[src/rtl/dma_pkg.sv]
// Shared DMA definitions: tag/length widths, 4 KB boundary and the
// read-scheduler state encoding.
package dma_pkg;

   localparam int C_TAG_W    = 8;
   localparam int C_DW_LEN_W = 11;
   localparam int C_4K_BYTES = 4096;

   typedef enum logic [2:0] {
      ST_IDLE     = 3'd0,
      ST_SPLIT    = 3'd1,
      ST_WAIT_TAG = 3'd2,
      ST_ISSUE    = 3'd3,
      ST_DRAIN    = 3'd4
   } dma_state_t;

endpackage

[src/rtl/dma_tag_pick.sv]
// Lowest-index free tag finder over a free-tag mask. Shared by the s2c and
// c2s schedulers.
module dma_tag_pick
   import dma_pkg::*;
#(
   parameter int C_N = 16
) (
   input  logic [C_N-1:0]     i_free,
   output logic               o_found,
   output logic [C_TAG_W-1:0] o_index
);

   // Scan from the top down so the lowest set bit is the last to win.
   always_comb begin
      o_found = 1'b0;
      o_index = '0;
      for (int i = C_N - 1; i >= 0; i--) begin
         if (i_free[i]) begin
            o_found = 1'b1;
            o_index = C_TAG_W'(i);
         end
      end
   end

endmodule

[src/rtl/dma_rd_tag_scheduler.sv]
// Host-to-card DMA read scheduler: splits one read command into 4 KB-safe,
// max-read-request-sized memory reads and tags each from a fixed pool.
module dma_rd_tag_scheduler
   import dma_pkg::*;
#(
   parameter int C_WINDOW_SIZE           = 16,
   parameter int C_LOG2_MAX_READ_REQUEST = 12
) (
   input  logic                               i_clk,
   input  logic                               i_rst,
   input  logic                               i_cmd_valid,
   output logic                               o_cmd_ready,
   input  logic [63:0]                        i_cmd_addr,
   input  logic [31:0]                        i_cmd_bytes,
   output logic                               o_cmd_done,
   output logic                               o_rq_valid,
   input  logic                               i_rq_ready,
   output logic [63:0]                        o_rq_addr,
   output logic [C_DW_LEN_W-1:0]              o_rq_dwords,
   output logic [C_TAG_W-1:0]                 o_rq_tag,
   output logic [C_WINDOW_SIZE-1:0]           o_busy_tags,
   output logic [C_WINDOW_SIZE*C_DW_LEN_W-1:0] o_size_tags,
   input  logic [C_WINDOW_SIZE-1:0]           i_completed_tags,
   input  logic [63:0]                        i_current_window_size,
   output logic [8:0]                         o_outstanding,
   output logic                               o_err_spurious
);

   localparam int C_MAX_DW = 2 ** (C_LOG2_MAX_READ_REQUEST - 2);

   dma_state_t                r_state;
   logic [63:0]               r_addr;
   logic [29:0]               r_rem_dw;
   logic [C_DW_LEN_W-1:0]     r_chunk;
   logic [C_TAG_W-1:0]        r_tag;
   logic                      r_cmd_ready;
   logic                      r_cmd_done;
   logic                      r_rq_valid;
   logic [C_WINDOW_SIZE-1:0]  r_busy;
   logic [C_DW_LEN_W-1:0]     r_size [C_WINDOW_SIZE];
   logic                      r_err;

   logic                      w_found;
   logic [C_TAG_W-1:0]        w_pick;
   logic                      w_rq_hs;
   logic [C_WINDOW_SIZE-1:0]  w_alloc;
   logic [C_WINDOW_SIZE-1:0]  w_free_hit;
   logic [8:0]                w_outstanding;
   logic [8:0]                w_eff_win;
   logic [12:0]               w_dist_4k;
   logic [C_DW_LEN_W-1:0]     w_to_4k_dw;
   logic [29:0]               w_chunk_wide;
   logic                      w_unused;

   dma_tag_pick #(.C_N(C_WINDOW_SIZE)) u_pick (
      .i_free  (~r_busy),
      .o_found (w_found),
      .o_index (w_pick)
   );

   assign w_rq_hs    = r_rq_valid & i_rq_ready;
   assign w_free_hit = i_completed_tags & r_busy;

   // Bytes left before the next 4 KB page; address is DW aligned.
   assign w_dist_4k  = 13'(C_4K_BYTES) - {1'b0, r_addr[11:0]};
   assign w_to_4k_dw = w_dist_4k[12:2];

   // Runtime window: zero or oversize means "use the whole pool".
   assign w_eff_win = ((i_current_window_size == 64'd0) ||
                       (i_current_window_size > 64'(C_WINDOW_SIZE)))
                      ? 9'(C_WINDOW_SIZE) : i_current_window_size[8:0];

   // Chunk is the smallest of remaining length, max read request and page room.
   always_comb begin
      w_chunk_wide = r_rem_dw;
      if (w_chunk_wide > 30'(C_MAX_DW))
         w_chunk_wide = 30'(C_MAX_DW);
      if (w_chunk_wide > {19'd0, w_to_4k_dw})
         w_chunk_wide = {19'd0, w_to_4k_dw};
   end

   // Popcount of busy tags and one-hot of the tag being allocated.
   always_comb begin
      w_outstanding = '0;
      w_alloc       = '0;
      for (int j = 0; j < C_WINDOW_SIZE; j++) begin
         w_outstanding = w_outstanding + 9'(r_busy[j]);
         w_alloc[j]    = w_rq_hs && (r_tag == C_TAG_W'(j));
      end
   end

   assign w_unused = ^{i_cmd_bytes[1:0], w_dist_4k[1:0], w_chunk_wide[29:11]};

   // Command FSM: latch, split, wait for a tag, issue, then drain completions.
   always_ff @(posedge i_clk or posedge i_rst) begin
      if (i_rst) begin
         r_state     <= ST_IDLE;
         r_addr      <= '0;
         r_rem_dw    <= '0;
         r_chunk     <= '0;
         r_tag       <= '0;
         r_cmd_ready <= 1'b1;
         r_cmd_done  <= 1'b0;
         r_rq_valid  <= 1'b0;
      end else begin
         r_cmd_done <= 1'b0;
         case (r_state)
            ST_IDLE: begin
               if (i_cmd_valid) begin
                  r_addr      <= i_cmd_addr;
                  r_rem_dw    <= i_cmd_bytes[31:2];
                  r_cmd_ready <= 1'b0;
                  r_state     <= ST_SPLIT;
               end
            end
            ST_SPLIT: begin
               r_chunk <= w_chunk_wide[C_DW_LEN_W-1:0];
               r_state <= ST_WAIT_TAG;
            end
            ST_WAIT_TAG: begin
               if (w_found && (w_outstanding < w_eff_win)) begin
                  r_tag      <= w_pick;
                  r_rq_valid <= 1'b1;
                  r_state    <= ST_ISSUE;
               end
            end
            ST_ISSUE: begin
               if (i_rq_ready) begin
                  r_rq_valid <= 1'b0;
                  r_addr     <= r_addr + {51'd0, r_chunk, 2'b00};
                  r_rem_dw   <= r_rem_dw - {19'd0, r_chunk};
                  r_state    <= (r_rem_dw == {19'd0, r_chunk}) ? ST_DRAIN : ST_SPLIT;
               end
            end
            ST_DRAIN: begin
               if (r_busy == '0) begin
                  r_cmd_done  <= 1'b1;
                  r_cmd_ready <= 1'b1;
                  r_state     <= ST_IDLE;
               end
            end
            default: r_state <= ST_IDLE;
         endcase
      end
   end

   // Tag pool: set on issue handshake, clear on completion, flag stray completions.
   always_ff @(posedge i_clk or posedge i_rst) begin
      if (i_rst) begin
         r_busy <= '0;
         r_err  <= 1'b0;
      end else begin
         r_busy <= (r_busy & ~w_free_hit) | w_alloc;
         if ((i_completed_tags & ~r_busy) != '0)
            r_err <= 1'b1;
      end
   end

   // Per-tag DW size, written on allocation and held after the tag frees.
   always_ff @(posedge i_clk or posedge i_rst) begin
      if (i_rst) begin
         for (int j = 0; j < C_WINDOW_SIZE; j++)
            r_size[j] <= '0;
      end else begin
         for (int j = 0; j < C_WINDOW_SIZE; j++)
            if (w_alloc[j])
               r_size[j] <= r_chunk;
      end
   end

   genvar gi;
   generate
      for (gi = 0; gi < C_WINDOW_SIZE; gi++) begin : g_size
         assign o_size_tags[C_DW_LEN_W*gi +: C_DW_LEN_W] = r_size[gi];
      end
   endgenerate

   assign o_cmd_ready    = r_cmd_ready;
   assign o_cmd_done     = r_cmd_done;
   assign o_rq_valid     = r_rq_valid;
   assign o_rq_addr      = r_addr;
   assign o_rq_dwords    = r_chunk;
   assign o_rq_tag       = r_tag;
   assign o_busy_tags    = r_busy;
   assign o_outstanding  = w_outstanding;
   assign o_err_spurious = r_err;

endmodule
[config.mk]
export PLATFORM = sky130hd
export DESIGN_NAME = dma_rd_tag_scheduler
export DESIGN_NICKNAME = d
export VERILOG_FILES = /design/src/rtl/dma_pkg.sv /design/src/rtl/dma_tag_pick.sv /design/src/rtl/dma_rd_tag_scheduler.sv
export SDC_FILE = /design/constraint.sdc
export NUM_CORES = 1
export LEC_CHECK = 0
export ABC_AREA = 1
export BUFFER_PORTS_ARGS = -buffer_cell sky130_fd_sc_hd__buf_2
export CORE_MARGIN = 8
export CORE_UTILIZATION = 25
export DETAILED_ROUTE_END_ITERATION = 7
export HOLD_SLACK_MARGIN = 0.12
export SLEW_MARGIN = 15
export SYNTH_ARGS = -nofsm -noshare
export SYNTH_HDL_FRONTEND = slang
export SYNTH_HIERARCHICAL = 1
export SYNTH_SLANG_ARGS = --single-unit
[constraint.sdc]
create_clock -name i_clk -period 15.7 [get_ports i_clk]
set_input_delay 3.14 -clock i_clk [delete_from_list [all_inputs] [get_ports i_clk]]
set_output_delay 3.14 -clock i_clk [all_outputs]
set_load 0.01 [all_outputs]
==> results.yml <==
run_status:
  status: "complete, no violations"
synth:
  synth_edf_count: 0
  syn_inst: 2442
  ys_types: 51
  yosysWarnings: 6
  ys_async_sr_fraction_pct: 100
  synth_flop_cell: "dfrtp_1"
  netlist_area_sq_um: 17900
  ys_ff_latch: 312
  syn_area_per_cell_sq_um: 7.31
  yosysSeqAreaShare_pct: 43.7
routing:
  dr.pass1.iters: 6
  postRouteAntennaNets: 0
  vias: 17976
  topRoutingLayerUsed: "met5"
  drc: 0
  viasPerCell: 4.67
  drtIter0Drc: 1207
  wirelength_met1_um: 31700
  dr_wl_met3_um: 5730
  wl_per_cell_um: 19.0
  routed_wl_um: 73300
  route.met2.wl_um: 33500
global_routing:
  grt_usage_pct: 17.6
  grt_pass1_vias: 17508
  grt_antenna_before_repair: 4
  grt_pass1_wl_um: 110000
  grt_overflow: 0
  grt_start_max_net_pins: 154
timing:
  worst_pin_slew_ns: 1.11
  min_period_ns: 7.37
  fmax_ghz: 0.136
  setup_viol: 0
  hold_viol_final: 0
  fin_tns_setup_ns: 0
  slew_violations: 0
  fin_crit_sh_pct: 47.0
  maxSlewHeadroom_pct: 25.7
  rsz0062_at_grt: "no"
  clock-skew-final_ns: 0.0295
cells_and_area:
  num-nets-final: 3106
  fin_util_pct: 31.5
  num-fill-cells: 7714
  drive_above_1_share_pct: 20.1
  area.growth.synth_to_final_pct: 25.4
pwr:
  vdd_drop_max_uv: 132
  p_leak_nw: 11.5
  cellPowerDensity_nw_per_um2: 177
clocking:
  h-tree-depth: 2
  postCtsSetupRepairBufs: 0
  cts_sinks: 312
  cts_buffers: 39
  ctsResizeCount: 0
  clock_tree.root_cell: "clkbuf_16"
  clkLatencyLatePin_ns: 0.56
  clkTransAtPathRegs_ns: 0.06
  cts_hold_buf: 0
  cts_tree: "done"
  clk_path_buf_depth: 3
worst_setup_path:
  start_kind: "register"
  timing_worst_setup_path_type: "reg2out"
  cp_slowest_cell: "fa_1"
  critPathMaxStageDelay_ns: 0.56
  crit_chain: "fa_1 -> inv_1 -> fa_1 -> fa_1 -> fa_1 -> inv_1 -> ha_1 -> inv_1 -> fa_1 -> o21ai_0 -> buf_2"
  critPathArrivalTime_ns: 4.23
  critPathRequiredTime_ns: 12.56
  cp_max_fo: 3
  cp_num_buf_inv: 4
  crit_top_cell: "fa_1"
  cp_top_family: "adder cells"
  cp-end-kind: "primary output"
floorplan:
  rows: 98
  die_h_um: 283
  coreArea_sq_um: 71100
  io_pins: 468
  die_w_um: 283
  die_area_sq_um: 80200
  start_util_pct: 25.1
hold_path:
  hold_class: "reg2reg"
placed_design:
  place_congestion: 0.928
  dp_hpwl_um: 55900
  io_buffers: 461
flow_run:
  maxCapViolations: 0
[registers in the layout, summed over array words and instances (netlist names)]
signal,cells
r_state,3
o_cmd_ready,1
o_rq_valid,1
o_rq_dwords,11
o_rq_addr,64
o_busy_tags,16
o_size_tags,176
o_err_spurious,1
r_rem_dw,30
o_cmd_done,1
o_rq_tag,8
[metrics by stage]
stage          instance area (sq um)  total power, W  hold WS (ns)  instances  setup slack [ns]
2_1_floorplan                  17900         0.00233         0.449       2448              3.93
3_3_place_gp                   21000         0.00303         0.459       3780              8.91
3_5_place_dp                   21000         0.00304         0.465       3780              8.94
4_1_cts                        22400         0.00400         0.481       3849              8.29
5_1_grt                        22400         0.00427         0.490       3849              8.12
6_report                       22400         0.00396         0.476       3850              8.33
[worst paths after layout]
path                           startpoint               end  slack, ns  depth (start not counted)
setup / recovery           o_busy_tags[0]  o_outstanding[4]       8.33                         11
max in group asynchronous           i_rst   o_size_tags[11]      10.69                          4
min in group asynchronous           i_rst  o_size_tags[120]       2.78                          2
setup reg to reg           o_busy_tags[0]       o_rq_tag[7]      10.42                         18
hold / removal             o_err_spurious    o_err_spurious       0.48                          1
hold reg to reg            o_err_spurious    o_err_spurious       0.48                          1
[power breakdown]
part	switching, W	internal, W	total (W)
registers	0.000263	0.000973	0.00124
clock network	0.000362	0.000576	0.000938
logic	0.00123	0.000554	0.00179
[cell type report]
cell class                      count  area, sq um  area share (%)
Clock buffer                       56         1150            5.14
Tap cell                          950         1190            5.31
Antenna cell                        1         2.50          0.0112
Multi-Input combinational cell   1804         8700            38.9
Clock inverter                     13          188           0.839
Sequential cell                   312         7810            34.9
Inverter                          236          893            3.99
Timing Repair Buffer              478         2450            10.9
[Yosys cell counts (13+ instances only)]
master,number,area (sq um)
a21oi_1,56,280
buf_2,32,160
clkbuf_1,31,116
dfrtp_1,311,7780
ha_1,43,538
inv_1,227,852
nand2_1,733,2750
nand3_1,154,771
nand4_1,58,363
nor2_1,284,1070
nor3_1,31,155
o21ai_0,229,1150
o21ai_1,71,355
xor2_1,13,114
[kinds of logic after synthesis]
| kind of cell | Yosys count | share of synthesized area (%) |
|---|---|---|
| AND/OR/NAND/NOR | 1310 | 30.9 |
| other | 2 | 0.0421 |
| adder cells (fa/ha/maj) | 55 | 4.36 |
| buffers and inverters | 332 | 7.65 |
| XOR/XNOR | 22 | 1.08 |
| AO/OA/AOI/OAI | 409 | 12.3 |
| flip-flops | 312 | 43.7 |
[cells in the final DEF (no fill, tap or decap), types with 6 or more instances in the layout]
cell type  count
dfrtp_1      311
inv_2          9
a31oi_1        6
a21oi_1       56
buf_2        461
nor3_1        31
nand4_1       58
fa_1          12
buf_4         16
inv_1        226
clkbuf_16     40
nand3_1      154
ha_1          43
o211ai_1      12
xnor2_1        9
nor2_1       284
xor2_1        13
nand2_2        7
o21ai_1       71
nor4_1        10
conb_1         8
o21a_1         6
o21ai_0      229
clkbuf_1       7
clkbuf_8       9
o22ai_1       10
nand2_1      733
[routing by layer]
layer | track usage, % | up-vias
li1 | - | 8820
met4 | 5.45 | 2
met2 | 28.9 | 673
met1 | 22.4 | 8373
met5 | 0 | -
met3 | 4.74 | 108
(Power assumes the default switching activity.)
